## src/rtl/alu_pkg.sv

```systemverilog
// Shared constants for the ALU issue/writeback stage: op codes, status bit
// positions, instruction field layout and FSM state encoding.
package alu_pkg;

    localparam int NREGS_DEF = 8;
    localparam int DW_DEF    = 8;
    localparam int IW        = 16;

    localparam logic [3:0] OP_NOP = 4'b0000;
    localparam logic [3:0] OP_ADD = 4'b0001;
    localparam logic [3:0] OP_SUB = 4'b0010;
    localparam logic [3:0] OP_ADC = 4'b0011;
    localparam logic [3:0] OP_SBC = 4'b0100;
    localparam logic [3:0] OP_CMP = 4'b0101;
    localparam logic [3:0] OP_OR  = 4'b0110;
    localparam logic [3:0] OP_AND = 4'b0111;

    localparam int SREG_Z = 0;
    localparam int SREG_C = 1;
    localparam int SREG_N = 2;
    localparam int SREG_V = 3;

    localparam int F_OP_LO   = 12;
    localparam int F_RD_LO   = 9;
    localparam int F_IMM_SEL = 8;
    localparam int F_IMM_LO  = 0;
    localparam int F_RS_LO   = 5;

    typedef enum logic [1:0] {
        S_IDLE  = 2'd0,
        S_ISSUE = 2'd1,
        S_WB    = 2'd2
    } state_e;

    function automatic logic op_writes_reg(input logic [3:0] op);
        return (op inside {OP_ADD, OP_SUB, OP_ADC, OP_SBC, OP_OR, OP_AND});
    endfunction

    // NOP and the reserved codes leave the ALU status cleared.
    function automatic logic op_sets_flags(input logic [3:0] op);
        return (op inside {OP_ADD, OP_SUB, OP_ADC, OP_SBC, OP_CMP, OP_OR, OP_AND});
    endfunction

endpackage

```

## src/rtl/alu_regfile.sv

```systemverilog
// General register file: one write port, three combinational read ports
// (destination operand, source operand, debug).
module alu_regfile #(
    parameter int NREGS = 8,
    parameter int DW    = 8,
    parameter int RW    = $clog2(NREGS)
) (
    input  logic          clk,
    input  logic          reset,
    input  logic          we,
    input  logic [RW-1:0] waddr,
    input  logic [DW-1:0] wdata,
    input  logic [RW-1:0] raddr_rd,
    output logic [DW-1:0] rdata_rd,
    input  logic [RW-1:0] raddr_rs,
    output logic [DW-1:0] rdata_rs,
    input  logic [RW-1:0] raddr_dbg,
    output logic [DW-1:0] rdata_dbg
);

    logic [DW-1:0] mem_q [NREGS];
    logic [DW-1:0] mem_d [NREGS];

    always_comb begin
        mem_d = mem_q;
        if (we) begin
            mem_d[waddr] = wdata;
        end
    end

    always_ff @(posedge clk or posedge reset) begin
        if (reset) begin
            mem_q <= '{default: '0};
        end else begin
            mem_q <= mem_d;
        end
    end

    assign rdata_rd  = mem_q[raddr_rd];
    assign rdata_rs  = mem_q[raddr_rs];
    assign rdata_dbg = mem_q[raddr_dbg];

endmodule

```

## src/rtl/alu_issue_stage.sv

```systemverilog
// Operand fetch, issue and writeback stage in front of the 8-bit ALU.
// IDLE accepts and registers operands, ISSUE lets the ALU settle, WB retires.
module alu_issue_stage
    import alu_pkg::*;
#(
    parameter int NREGS = NREGS_DEF,
    parameter int DW    = DW_DEF
) (
    input  logic          clk,
    input  logic          reset,
    input  logic          instr_valid,
    input  logic [15:0]   instr,
    output logic          instr_ready,
    output logic [3:0]    alu_fn,
    output logic [DW-1:0] alu_a,
    output logic [DW-1:0] alu_b,
    input  logic [DW-1:0] alu_result,
    input  logic [3:0]    alu_sreg,
    output logic [3:0]    flags,
    output logic          wb_valid,
    input  logic [2:0]    dbg_addr,
    output logic [DW-1:0] dbg_data
);

    localparam int RW = $clog2(NREGS);

    state_e        state_q, state_d;
    logic [IW-1:0] instr_q, instr_d;
    logic [3:0]    alu_fn_q, alu_fn_d;
    logic [DW-1:0] alu_a_q, alu_a_d;
    logic [DW-1:0] alu_b_q, alu_b_d;
    logic [DW-1:0] res_q, res_d;
    logic [3:0]    sreg_q, sreg_d;
    logic [3:0]    flags_q, flags_d;
    logic          wb_valid_q, wb_valid_d;

    logic [DW-1:0] rd_data, rs_data;
    logic [3:0]    held_op;
    logic [RW-1:0] held_rd;
    logic          rf_we;

    assign held_op = instr_q[F_OP_LO +: 4];
    assign held_rd = instr_q[F_RD_LO +: RW];
    assign rf_we   = (state_q == S_WB) && op_writes_reg(held_op);

    // Writes land at the edge that re-enters IDLE, so a following accept
    // reads the post-write file without any bypass.
    alu_regfile #(.NREGS(NREGS), .DW(DW)) u_regfile (
        .clk       (clk),
        .reset     (reset),
        .we        (rf_we),
        .waddr     (held_rd),
        .wdata     (res_q),
        .raddr_rd  (instr[F_RD_LO +: RW]),
        .rdata_rd  (rd_data),
        .raddr_rs  (instr[F_RS_LO +: RW]),
        .rdata_rs  (rs_data),
        .raddr_dbg (dbg_addr[RW-1:0]),
        .rdata_dbg (dbg_data)
    );

    always_comb begin
        state_d    = state_q;
        instr_d    = instr_q;
        alu_fn_d   = alu_fn_q;
        alu_a_d    = alu_a_q;
        alu_b_d    = alu_b_q;
        res_d      = res_q;
        sreg_d     = sreg_q;
        flags_d    = flags_q;
        wb_valid_d = 1'b0;
        case (state_q)
            S_IDLE: begin
                alu_fn_d = OP_NOP;
                if (instr_valid) begin
                    instr_d  = instr;
                    alu_fn_d = instr[F_OP_LO +: 4];
                    alu_a_d  = rd_data;
                    alu_b_d  = instr[F_IMM_SEL] ? instr[F_IMM_LO +: DW] : rs_data;
                    state_d  = S_ISSUE;
                end
            end
            S_ISSUE: begin
                res_d      = alu_result;
                sreg_d     = alu_sreg;
                alu_fn_d   = OP_NOP;
                wb_valid_d = 1'b1;
                state_d    = S_WB;
            end
            S_WB: begin
                flags_d = op_sets_flags(held_op) ? sreg_q : 4'b0000;
                state_d = S_IDLE;
            end
            default: state_d = S_IDLE;
        endcase
    end

    always_ff @(posedge clk or posedge reset) begin
        if (reset) begin
            state_q    <= S_IDLE;
            instr_q    <= '0;
            alu_fn_q   <= OP_NOP;
            alu_a_q    <= '0;
            alu_b_q    <= '0;
            res_q      <= '0;
            sreg_q     <= '0;
            flags_q    <= '0;
            wb_valid_q <= 1'b0;
        end else begin
            state_q    <= state_d;
            instr_q    <= instr_d;
            alu_fn_q   <= alu_fn_d;
            alu_a_q    <= alu_a_d;
            alu_b_q    <= alu_b_d;
            res_q      <= res_d;
            sreg_q     <= sreg_d;
            flags_q    <= flags_d;
            wb_valid_q <= wb_valid_d;
        end
    end

    assign instr_ready = (state_q == S_IDLE);
    assign alu_fn      = alu_fn_q;
    assign alu_a       = alu_a_q;
    assign alu_b       = alu_b_q;
    assign flags       = flags_q;
    assign wb_valid    = wb_valid_q;

endmodule
```

## config.mk

```make
export PLATFORM = sky130hd
export DESIGN_NAME = alu_issue_stage
export DESIGN_NICKNAME = d
export VERILOG_FILES = /design/src/rtl/alu_pkg.sv /design/src/rtl/alu_regfile.sv /design/src/rtl/alu_issue_stage.sv
export SDC_FILE = /design/constraint.sdc
export NUM_CORES = 1
export LEC_CHECK = 0
export ABC_CLOCK_PERIOD_IN_PS = 7200
export BUFFER_PORTS_ARGS = -buffer_cell sky130_fd_sc_hd__buf_4
export CORE_UTILIZATION = 58
export CTS_CLUSTER_DIAMETER = 150
export DETAILED_ROUTE_END_ITERATION = 8
export GPL_ROUTABILITY_DRIVEN = 0
export PLACE_DENSITY_LB_ADDON = 0.1
export SYNTH_ARGS = -nofsm -noshare
export SYNTH_HDL_FRONTEND = slang
export SYNTH_SLANG_ARGS = --single-unit
```

## constraint.sdc

```tcl
create_clock -name clk -period 7.2 [get_ports clk]
set_input_delay 1.44 -clock clk [delete_from_list [all_inputs] [get_ports clk]]
set_output_delay 1.44 -clock clk [all_outputs]
set_load 0.05 [all_outputs]
```

==> out/qor.yml <==
drtIter0Drc: 195
busiest_layer: "met2"
drv_cap: 0
power.density_nw_per_um2: 366
drv_slew: 0
run_status: "complete, no violations"
grtUsageMet2_pct: 46.4
grt_pass1_wl_um: 22000
post_cts_buffers: 0
timing.final.crit_share_pct: 58.8
netlist_area_um2: 5830
ys_warn_count: 0
post_drt_wl_per_cell_um: 22.1
fin_skew_ps: 9.71
power.net_switching_mw: 0.944
fmax_ghz: 0.236
dr.pass1.iters: 4
power.internal_mw: 1.48
max_stage_delay_ps: 550
total_power_mw: 2.43
die_x_um: 102
synth_nets: 482
antenna_found_initial: 0
layout-drive-gt1-share_pct: 46.1
post_cts_resized: 0
antenna_left: 0
synth-simple-area-share_pct: 7.15
synthTopCellsByArea: "dfrtp_1, mux2_2, mux4_2"
p_comb_share_pct: 38.3
seq_area_frac_synth_pct: 47.3
cts-htree-levels: 3
setup_viol: 0
synth_top_area_share_pct: 47.3
first_global_vias: 3867
setup.worst_path.start_class: "primary input"
crit_family: "multiplexers"
clk_latency_ps: 390
avgViaCountPerCell: 6.25
ys.flop_type: "dfrtp_1"
hpwl_um: 9520
grt.total_usage_pct: 29.3
core-area_um2: 9770
hold_viol_final: 0
num_vias: 4018
synth_mux_area_share_pct: 32.8
hp-class: "register to register"
rsz0062_at_grt: "false"
period_minus_slack_ps: 4230
crit_chain: "buf_4 > mux4_2 > mux2_2 > buf_4"
drt-total-wl_um: 14200
p_leak_nw: 3.06
io_pins: 68
syn2layout_area_growth_pct: 13.7
p_seq_share_pct: 45.2
grt_max_degree: 73
critPathArrivalTime_ps: 2790
final_nets: 539
worstSetupPathType: "primary input to output port"
cts_root_buffer: "clkbuf_8"
die_h_um: 102
synth.distinct_cells: 35
setup_tns_ps: 0
clk_pin_slew_ps: 100
crit_fanout: 16
max-slew-margin-rel_pct: 19.6
drcViolationCount: 0
synth_top_family_by_area: "multiplexers"
dieArea_um2: 10400
use_met3_pct: 6.43
syn_inst: 448
cp.required_ps: 5760
rows: 36
critical-path-slowest-cell: "mux4_2"
critical_path_buf_inv_count: 2
cts_buffer_depth: 2
num_antenna_cells: 0
synth-edff-count: 0
ir_worst_vdd_mv: 0.240
port_buffers: 67
use_met1_pct: 40.7
ys_seq_elements: 110
cts_sinks: 110
cts_hold_buf: 0
grt-ovfl-total: 0
synth_fa_ha_area_share_pct: 0
yosys.area.top_type: "dfrtp_1"
synth-xor-area-share_pct: 0.473
avgSynthCellArea_um2: 13.0
pwr-share-clk_pct: 16.5
end_kind: "output port"
swShare_pct: 38.9
numCtsBuffers: 9
async_flop_share_pct: 100
worst_path_most_repeated_cell: "buf_4"
tightest_slew_ps: 1190
cts_tree: "yes"
start_util_pct: 59.6
synth_compound_area_share_pct: 10.1
placed cells by master, fill, tap and decap left out, types with 2 or more instances in the layout:
cell / netlist / routed
buf_4: 2 / 70
nand2_1: 40 / 40
a221oi_1: 3 / 3
clkinv_4: 0 / 2
dfrtp_1: 110 / 110
nor3b_1: 2 / 2
nand2b_1: 5 / 5
o31ai_1: 11 / 11
and2_1: 6 / 6
mux2_2: 121 / 121
a22o_1: 9 / 9
mux4_2: 16 / 16
mux2i_1: 19 / 19
a211oi_1: 8 / 8
clkbuf_8: 0 / 11
o21ai_0: 7 / 7
o22ai_1: 13 / 13
o41ai_1: 4 / 4
nor2_1: 5 / 5
a2111oi_0: 5 / 5
nor2b_1: 20 / 20
o2111ai_2: 7 / 7
cell usage after synthesis (2+ instances only):
master	n
o31ai_1	11
mux2i_1	19
nor2b_1	20
buf_1	4
buf_4	2
a22o_1	9
buf_2	14
a211oi_1	8
mux2_2	121
mux4_2	16
o22ai_1	13
o2111ai_2	7
o41ai_1	4
inv_1	2
dfrtp_1	110
nand2b_1	5
nor3b_1	2
and2_1	6
o21ai_0	7
a221oi_1	3
nand2_1	40
a2111oi_0	5
clkbuf_1	4
nor2_1	5
cell families (layout without fill, tap and decap cells):
logic type                after synthesis  in the layout
buffers and inverters                  27             89
and+or+nand+nor                        83             83
AOI/OAI and AO/OA                      71             71
xor gates and xnor gates                1              1
DFF                                   110            110
muxes                                 156            156
stage by stage:
stage / cell area [µm²] / cells / setup WS [ps] / util (%) / hold slack [ps]
CTS: 6620 / 643 / 2960 / 67.8 / 494
global placement: 6400 / 627 / 2990 / 65.5 / 461
floorplan: 5830 / 448 / 2860 / - / 447
detailed placement: 6400 / 627 / 2960 / 65.5 / 469
finish: 6620 / 643 / 2970 / 67.8 / 489
global route: 6620 / 643 / 2900 / 67.8 / 513
power groups by stage:
stage                     combinational [mW]  clock (mW)  sequential, mW
after floorplan                        0.592           0            1.15
after global placement                 0.909           0            1.09
after detailed placement               0.931           0            1.10
after CTS                              0.934       0.410            1.09
after global routing                   0.992       0.436            1.12
final                                  0.929       0.401            1.10
cell type report:
type | instances | area (µm²)
clock buffers | 11 | 151
clock inverters | 5 | 66.3
fillers | 765 | 3150
inverters | 3 | 13.8
multi-input cells | 311 | 2950
flip-flops and latches | 110 | 2750
well taps | 133 | 166
repair buffers | 70 | 526
sequential cells by signal (all words and copies together), names as in the netlist:
register and cells:
u_regfile.mem_q 64, alu_a 8, alu_b 8, res_q 8, instr_q 7, alu_fn 4
flags 4, sreg_q 4, state_q 2, wb_valid 1
layer usage:
metal,share of wire (%),vias to the layer above
met5,0,-
met4,1.7,0
met3,4.9,19
met2,49,99
met1,44,2085
li1,-,1815
worst reg2reg max path, cell delays in order (launching register included):
cell and delay, ps:
dfrtp_1 580, or3b_2 620, clkinv_1 650, mux2i_1 310, o31ai_1 100
final timing paths:
kind / cells after the start / to / start / slack, ps
max: 4 / dbg_data[3] / dbg_addr[0] / 2970
min: 2 / alu_a[5] / alu_a[5] / 490
max reg2reg: 4 / alu_b[4] / state_q[1] / 4850
min reg2reg: 2 / alu_a[5] / alu_a[5] / 490
max in group asynchronous: 3 / u_regfile.mem_q[4] / reset / 4840
min in group asynchronous: 2 / flags[2] / reset / 1050
Power figures use the tool's default switching activity.
